**src/rtl/dut_reg_pkg.sv**
```systemverilog
// Shared constants and data-word type for the dut_reg loadable/incrementing register.
package dut_reg_pkg;

   localparam int DUT_REG_WIDTH   = 8;
   localparam int DUT_REG_RST_VAL = 0;

   typedef logic [DUT_REG_WIDTH-1:0] dut_reg_word_t;

endpackage : dut_reg_pkg

```
**src/rtl/dut_reg_incr.sv**
```systemverilog
// Combinational +1 for dut_reg: wraps modulo 2^WIDTH, or saturates at all-ones
// when DUT_REG_SAT_EN is defined.
module dut_reg_incr
   import dut_reg_pkg::*;
#(
   parameter int WIDTH = DUT_REG_WIDTH
) (
   input  logic [WIDTH-1:0] a,
   output logic [WIDTH-1:0] y
);

`ifdef DUT_REG_SAT_EN
   // NOTE: y gets a default before the conditional so no latch is inferred.
   always_comb begin
      y = a;
      if (a != '1) y = a + WIDTH'(1);
   end
`else
   assign y = a + WIDTH'(1);
`endif

endmodule : dut_reg_incr

```
**src/rtl/dut_reg.sv**
```systemverilog
// Loadable, incrementing WIDTH-bit register with synchronous active-high reset on rst_n.
// Build option DUT_REG_SAT_EN: saturating increment plus a registered `sat` flag.
module dut_reg
   import dut_reg_pkg::*;
#(
   parameter int               WIDTH   = DUT_REG_WIDTH,
   parameter logic [WIDTH-1:0] RST_VAL = WIDTH'(DUT_REG_RST_VAL)
) (
   input  logic             clk,
   input  logic             rst_n,
   input  logic             ld,
   input  logic             inc,
   input  logic [WIDTH-1:0] in,
   output logic [WIDTH-1:0] out
`ifdef DUT_REG_SAT_EN
   ,
   output logic             sat
`endif
);

   logic [WIDTH-1:0] state_d, state_q;
   logic [WIDTH-1:0] state_inc;

   dut_reg_incr #(.WIDTH(WIDTH)) u_incr (
      .a (state_q),
      .y (state_inc)
   );

   // Load beats increment; reset is applied in the flop process and beats both.
   always_comb begin
      state_d = state_q;
      if (ld)       state_d = in;
      else if (inc) state_d = state_inc;
   end

   // NOTE: sequential state uses non-blocking assignments so every flop samples pre-edge values.
   always_ff @(posedge clk) begin
      if (rst_n) state_q <= RST_VAL;
      else       state_q <= state_d;
   end

   assign out = state_q;

`ifdef DUT_REG_SAT_EN
   logic sat_d, sat_q;

   // Flag is registered alongside the state so it tracks out with no extra delay.
   always_comb begin
      sat_d = (state_d == '1);
   end

   always_ff @(posedge clk) begin
      if (rst_n) sat_q <= (RST_VAL == '1);
      else       sat_q <= sat_d;
   end

   assign sat = sat_q;
`endif

endmodule : dut_reg

```
**config.mk**
```make
export PLATFORM = sky130hd
export DESIGN_NAME = dut_reg
export DESIGN_NICKNAME = d
export VERILOG_FILES = /design/src/rtl/dut_reg_pkg.sv /design/src/rtl/dut_reg_incr.sv /design/src/rtl/dut_reg.sv
export SDC_FILE = /design/constraint.sdc
export NUM_CORES = 1
export LEC_CHECK = 0
export ABC_AREA = 1
export BUFFER_PORTS_ARGS = -buffer_cell sky130_fd_sc_hd__buf_2
export CORE_AREA = 4 4 41 43
export DETAILED_ROUTE_END_ITERATION = 6
export DIE_AREA = 0 0 45 47
export GPL_TIMING_DRIVEN = 0
export PLACE_DENSITY = 0.74
export REMOVE_ABC_BUFFERS = 1
export SYNTH_ARGS = -nofsm -noshare
export SYNTH_HDL_FRONTEND = slang
export SYNTH_SLANG_ARGS = --single-unit
```
**constraint.sdc**
```tcl
create_clock -name clk -period 1.1 [get_ports clk]
set_input_delay 0.22 -clock clk [delete_from_list [all_inputs] [get_ports clk]]
set_output_delay 0.22 -clock clk [all_outputs]
set_load 0.005 [all_outputs]
```
* After elaboration in Yosys (flattened, before gate mapping)
Index checks and enable logic that the tools add are counted.
** Operators by class
- Reduce and logical (&&, ||, !) cells :: 1
- $add $sub $neg :: 1
- Bitwise operators :: 0
- Multipliers :: 0
- Multiplexer cells :: 2
- $lt $le $gt $ge :: 0
- Shift-type cells :: 0
- Div/mod/pow operators :: 0
- Equality and inequality tests :: 0
** Operator list (count)
- 8-bit 2-to-1 mux :: 2
- 8-bit by 1-bit adder with 8-bit output, second input constant :: 1
- 2-bit nonzero test :: 1
** Storage, ports and cells
- Bits in latches :: 0
- Input bits :: 12
- Bits in writable memories :: 0
- Word-level logic and storage cells :: 5
- Output and inout port bits :: 8
- Flip-flop bits (word level) :: 8
- Memories :: 0
- Memory bits (read-only) :: 0

* Longest topological paths before layout
Gate-level depths: netlist of the first run.
- Depth after elaboration :: 3
- Mapped depth :: 8

* Modules after synthesis
Synthesis of the first run repeated with hierarchy kept, for this count alone.
** Second synthesis, totals
- Cell total of the unflattened synthesis :: 89
- Area, all modules :: 544.3 µm²
** By module, submodules not included
- dut_reg :: instances 1, cells an instance 61, sequential area each 160.2 µm², area each 409.1 µm²
- dut_reg_incr :: instances 1, cells an instance 28, sequential area each 0.0 µm², area each 135.1 µm²

* Worst setup path after synthesis of the first run
OpenSTA, ideal clock, no wires.
- Kind :: register to register
- Start point :: reg state_q[0], in the netlist out[0]
- End point :: reg state_q[4], in the netlist out[4]
- Setup time :: 0.115 ns
- Stages on the path, launching flop included :: 7
- Arrival time :: 0.992 ns
- Path slack :: -0.007 ns
- Cell sequence :: dfxtp_1 ha_1 nand4_1 nand2_1 nand2_1 o21ai_0 inv_1
** On the way
- Longest elaborated chain between the ends :: 3
** Ends and longest elaborated chain
- start, declared :: line dut_reg.sv:21 : logic [WIDTH-1:0] state_d, state_q;
- start signal, assigned :: line dut_reg.sv:39 : else state_q <= state_d;
- 8-bit by 1-bit adder with 8-bit output :: line dut_reg_incr.sv:19 : assign y = a + WIDTH'(1);
- 8-bit 2-to-1 mux :: line dut_reg.sv:33 : else if (inc) state_d = state_inc;
- 8-bit 2-to-1 mux :: line dut_reg.sv:32 : if (ld) state_d = in;
Every way passes these cells. The select of a mux whose other input is x is not followed.
A chain may end at the register's enable or synchronous reset.

* Worst setup path in the final report of the first run
Ends and elaborated chain as after synthesis.

==> flow_metrics.py, run 1 <==
metrics = {
    "cells_and_area": {
        "final_util_pct": 49.1,
        "largest_reg_flops": 8,
        "fin_area_sq_um": 639,
        "drive_gt1_share_pct": 40.7,
        "layout_commonest_cell": "buf_2",
        "stdcell_count": 106,
        "layout.nets": 106,
        "mostFrequentLayoutCells": "buf_2 (19), nand2_1 (16), inv_1 (7)",
        "antenna_cells": 0,
        "syn_to_final_growth_pct": 30.7,
    },
    "pwr": {
        "total_power_mw": 0.682,
        "clkPwrFrac_pct": 32.5,
        "max-vdd-ir-drop_uv": 746,
        "p_leak_nw": 0.289,
        "p_comb_share_pct": 18.0,
        "p_sw_share_pct": 28.0,
        "powerDensity_nw_per_um2": 1070,
        "p_switching_mw": 0.191,
        "p_int_mw": 0.492,
        "sequentialPowerShare_pct": 49.5,
    },
    "clock_tree": {
        "cts_tree": "built",
        "h-tree-depth": 1,
        "root_buffer": "clkbuf_4",
        "cts.sinks": 8,
        "cts_buffers": 3,
        "cts_buffer_depth": 2,
        "clock_latency_ns": 0.25,
        "path_clk_slew_ns": 0.05,
    },
    "placed_design": {
        "dp_hpwl_um": 923,
        "numPortBuffers": 19,
        "dpl.cell_count": 103,
        "gp_congestion": 0.740,
        "postPlaceCellArea_sq_um": 592,
    },
    "timing": {
        "max_slew_margin_pct": 79.8,
        "fin_skew_ns": 0.000339,
        "slew_violations": 0,
        "finalHoldViolCount": 0,
        "period_share_pct": 95.1,
        "grt_setup_unrepaired": "false",
        "max_clock_freq_ghz": 0.956,
        "setup_viol": 0,
        "setup_tns_ns": 0,
        "min_period_ns": 1.05,
        "worstMarginPinSlew_ns": 0.303,
    },
    "critical_path": {
        "path_depth": 6,
        "crit_end": "out[4]$_SDFFE_PP0P_",
        "r2r_slack_ns": 0.05,
        "rr_endpoint": "out[4]$_SDFFE_PP0P_",
        "cp.arrival_ns": 1.19,
        "worstPathMaxFanout": 6,
        "path_delay_family": "flip-flops",
        "endpoint_kind": "flip-flop",
        "critPathBufInv": 1,
        "start_kind": "flip-flop",
        "crit_top_cell": "nand2_1",
        "cpPeakStageDelay_ns": 0.39,
        "startpoint": "out[0]$_SDFFE_PP0P_",
        "cp.required_ns": 1.25,
        "r2r_cells": 6,
        "crit_slowest_cell": "dfxtp_4",
        "r2r_start": "out[0]$_SDFFE_PP0P_",
        "path_cells": "ha_4 > nand4_1 > nand2_1 > nand2_1 > o21ai_1 > inv_1",
        "path_class": "reg -> reg",
    },
    "yosys": {
        "synth_seq_area_share_pct": 32.7,
        "ys_warn_count": 0,
        "synthCells": 70,
        "netlist_area_sq_um": 489,
        "yosysUniqueCellTypes": 20,
        "postSynthAreaPerCell_sq_um": 6.99,
        "ys_ff_latch": 8,
    },
    "global_routing": {
        "grt_pass1_wl_mm": 1.86,
        "grtUsageTotal_pct": 12.4,
        "grt_pass1_vias": 458,
        "antenna_found_initial": 0,
        "grt_max_degree": 9,
        "gr-total-overflow": 0,
    },
    "routing": {
        "drc": 0,
        "post_drt_wl_per_cell_um": 11.7,
        "dr_total_vias": 536,
        "vias_per_cell": 5.06,
        "drt-initial-drc-count": 1,
        "first_pass_iters": 4,
        "wl_mm": 1.24,
        "ant_nets": 0,
    },
    "floorplan": {
        "die_w_um": 45,
        "core_sq_um": 1300,
        "num_io_pins": 20,
        "die_h_um": 47,
        "start_util_pct": 37.6,
        "rows": 13,
        "die_area_sq_um": 2120,
    },
    "run_status": {
        "status": "completed",
    },
    "min_path": {
        "hp-class": "in -> reg",
    },
    "run": {
        "cap_violations": 0,
    },
}
==> cell families (layout without fill, tap and decap cells) <==
| family | after synthesis | count (layout) | share of synthesized area (%) |
|---|---|---|---|
| compound gates | 16 | 16 | 20.7 |
| xor+xnor | 1 | 1 | 1.79 |
| fa+ha+maj | 1 | 1 | 2.56 |
| buf+inv | 10 | 31 | 9.21 |
| flops | 8 | 8 | 32.7 |
| simple gates | 34 | 34 | 33.0 |
==> how the worst min path moves through the flow <==
| stage | from | to | slack (ns) | cells past startpoint |
|---|---|---|---|---|
| floorplan | rst_n | out[7]$_SDFFE_PP0P_ | 0.28 | 1 |
| global placement | rst_n | out[7]$_SDFFE_PP0P_ | 0.47 | 2 |
| detailed placement | rst_n | out[7]$_SDFFE_PP0P_ | 0.48 | 2 |
| CTS | rst_n | out[7]$_SDFFE_PP0P_ | 0.20 | 2 |
| global route | rst_n | out[7]$_SDFFE_PP0P_ | 0.21 | 2 |
| finish | rst_n | out[7]$_SDFFE_PP0P_ | 0.22 | 2 |
==> final cells by class <==
cell class	instances	area, sq um
Clock buffer	3	22.5
Fill cell	148	662
Timing Repair Buffer	19	95.1
Sequential cell	8	169
Multi-Input combinational cell	52	300
Tap cell	15	18.8
Inverter	9	33.8
==> metal layers <==
layer	up-vias	GRT usage (%)	share of wire (%)
met5	-	0	0
met4	0	1.75	0
met3	0	7.28	7.6
met2	17	20.1	51
met1	245	14.5	41
li1	274	-	-
==> what timing repair did <==
action / CTS / global route
hold buffers: 0 / 0
setup endpoints to repair: 2 / 3
setup buffers: 0 / 0
resized for setup: 5 / 4
==> worst reg2reg max path: cells and delay by family, from the launching register on <==
family	cells	cell delay, ns
flops	1	0.39
fa+ha+maj	1	0.15
buf+inv	1	0.05
simple gates	3	0.22
compound gates	1	0.13
==> Yosys cell counts <==
cell type	n	area share, %
nand4_1	1	1.3
dfxtp_1	8	33
a21oi_2	1	1.8
buf_6	1	2.3
o21bai_1	2	3.1
o211ai_1	1	1.5
o21ai_0	2	2.0
xor2_1	1	1.8
nand3_1	5	5.1
ha_1	1	2.6
inv_1	7	5.4
a22oi_1	4	6.1
a21oi_1	5	5.1
nand3_2	2	4.1
nor2_1	5	3.8
o21ai_1	1	1.0
nor2_2	3	3.8
nand2_2	2	2.6
nand2_1	16	12
inv_2	2	1.5
==> power groups by stage <==
stage / Clock (mW) / Combinational, mW / Sequential (mW)
CTS: 0.235 / 0.119 / 0.335
finish: 0.222 / 0.123 / 0.338
detailed placement: 0 / 0.118 / 0.341
global route: 0.254 / 0.140 / 0.342
global placement: 0 / 0.113 / 0.340
floorplan: 0 / 0.0582 / 0.339
==> metrics by stage <==
step | hold WS, ns | worst slack, ns
after detailed placement | 0.477 | -0.124
after CTS | 0.205 | 0.000564
after floorplan | 0.282 | -0.00738
after global routing | 0.211 | 0.00694
final | 0.224 | 0.0541
after global placement | 0.473 | -0.0624
Power figures use the tool's default switching activity.
==> run 2: changes to the inputs <==
Settings changed: BUFFER_PORTS_ARGS -buffer_cell sky130_fd_sc_hd__buf_2 to -buffer_cell sky130_fd_sc_hd__buf_4.
==> flow_metrics.py, run 2 (same netlist as run 1, synthesis figures left out) <==
metrics = {
    "clock_tree": {
        "clock_latency_ns": 0.25,
        "h-tree-depth": 1,
        "cts_hold_buf": 0,
        "root_buffer": "clkbuf_4",
        "cts_tree": "built",
        "cts_buffer_depth": 2,
        "cts_buffers": 3,
        "path_clk_slew_ns": 0.05,
        "cts.sinks": 8,
    },
    "min_path": {
        "hp-class": "in -> reg",
        "min_from": "rst_n",
    },
    "critical_path": {
        "start_kind": "flip-flop",
        "r2r_start": "out[1]$_SDFFE_PP0P_",
        "crit_slowest_cell": "dfxtp_4",
        "r2r_slack_ns": 0.07,
        "path_cells": "ha_4 > nand3_1 > nor2_1 > nand2_1 > nand3_1 > a21oi_1",
        "worstPathMaxFanout": 5,
        "endpoint_kind": "flip-flop",
        "critPathBufInv": 0,
        "cpPeakStageDelay_ns": 0.38,
        "path_class": "reg -> reg",
        "startpoint": "out[1]$_SDFFE_PP0P_",
        "crit_top_cell": "nand3_1",
        "path_delay_family": "flip-flops",
        "cp.required_ns": 1.25,
        "cp.arrival_ns": 1.17,
    },
    "routing": {
        "dr_total_vias": 546,
        "wl_mm": 1.26,
        "drt-initial-drc-count": 6,
        "drc": 0,
        "first_pass_iters": 4,
        "ant_nets": 0,
        "post_drt_wl_per_cell_um": 11.7,
        "vias_per_cell": 5.06,
    },
    "timing": {
        "hold-worst-slack_ns": 0.171,
        "max_clock_freq_ghz": 0.975,
        "setup_viol": 0,
        "period_share_pct": 93.2,
        "max_slew_margin_pct": 81.0,
        "finalHoldViolCount": 0,
        "fin_skew_ns": 0.000736,
        "worst_slack_ns": 0.0748,
        "grt_setup_unrepaired": "true",
        "worstMarginPinSlew_ns": 0.284,
        "min_period_ns": 1.03,
        "slew_violations": 0,
    },
    "cells_and_area": {
        "largest_reg_flops": 8,
        "final_util_pct": 53.8,
        "layout.nets": 108,
        "antenna_cells": 0,
        "fin_area_sq_um": 699,
        "syn_to_final_growth_pct": 43.0,
        "layout_commonest_cell": "buf_4",
        "drive_gt1_share_pct": 41.9,
        "mostFrequentLayoutCells": "buf_4 (21), nand2_1 (16), inv_1 (7)",
    },
    "global_routing": {
        "grt_max_degree": 9,
        "grtUsageTotal_pct": 13.8,
        "grt_pass1_wl_mm": 2.08,
        "grt_pass1_vias": 504,
        "antenna_found_initial": 0,
        "gr-total-overflow": 0,
    },
    "floorplan": {
        "die_w_um": 45,
        "die_area_sq_um": 2120,
        "rows": 13,
        "core_sq_um": 1300,
        "num_io_pins": 20,
        "start_util_pct": 37.6,
        "die_h_um": 47,
    },
    "placed_design": {
        "numPortBuffers": 19,
        "gp_congestion": 0.746,
        "postPlaceCellArea_sq_um": 639,
        "place_ws_ns": -0.115,
        "dp_hpwl_um": 947,
    },
    "pwr": {
        "max-vdd-ir-drop_uv": 681,
        "p_leak_nw": 0.312,
        "total_power_mw": 0.715,
        "powerDensity_nw_per_um2": 1020,
    },
    "run_status": {
        "status": "completed",
    },
    "run": {
        "cap_violations": 0,
    },
}
==> run 2: metal layers <==
layer | global-route usage, % | wire length (um) | share of wire, % | up-vias
met3 | 6.90 | 93 | 7.4 | 0
met1 | 15.3 | 541 | 43 | 248
li1 | - | - | - | 282
met4 | 3.51 | 0 | 0 | 0
met5 | 0 | 0 | 0 | -
met2 | 23.4 | 629 | 50 | 16
==> run 2: path summary, 6_finish.rpt <==
check / endpoint / depth (start not counted)
max: out[6]$_SDFFE_PP0P_ / 6
min: out[7]$_SDFFE_PP0P_ / 2
max reg2reg: out[6]$_SDFFE_PP0P_ / 6
min reg2reg: out[4]$_SDFFE_PP0P_ / 3
==> run 2: cell type report <==
cell class	count	area, sq um
Multi-Input combinational cell	52	297
Fill cell	131	602
Sequential cell	8	170
Inverter	9	33.8
Clock buffer	3	22.5
Tap cell	15	18.8
Timing Repair Buffer	21	158
==> run 2: power breakdown <==
group          internal (mW)  switching, mW  total, mW  leakage (nW)
clock network          0.125          0.102      0.227        0.0138
logic                 0.0849         0.0649      0.150         0.230
registers              0.309         0.0289      0.338        0.0681
==> run 2: metrics by stage <==
step	TNS, ns	std cells
6_report	0	108
5_1_grt	-0.0411	108
4_1_cts	0	106
3_5_place_dp	-0.214	103
3_3_place_gp	-0.126	103
2_1_floorplan	-0.00738	69
==> run 2: timing repair <==
action	4_1_cts	5_1_grt
endpoints found under the hold margin	0	0
resized for setup	5	4
endpoints found under the setup margin	2	4
buffers inserted	0	2
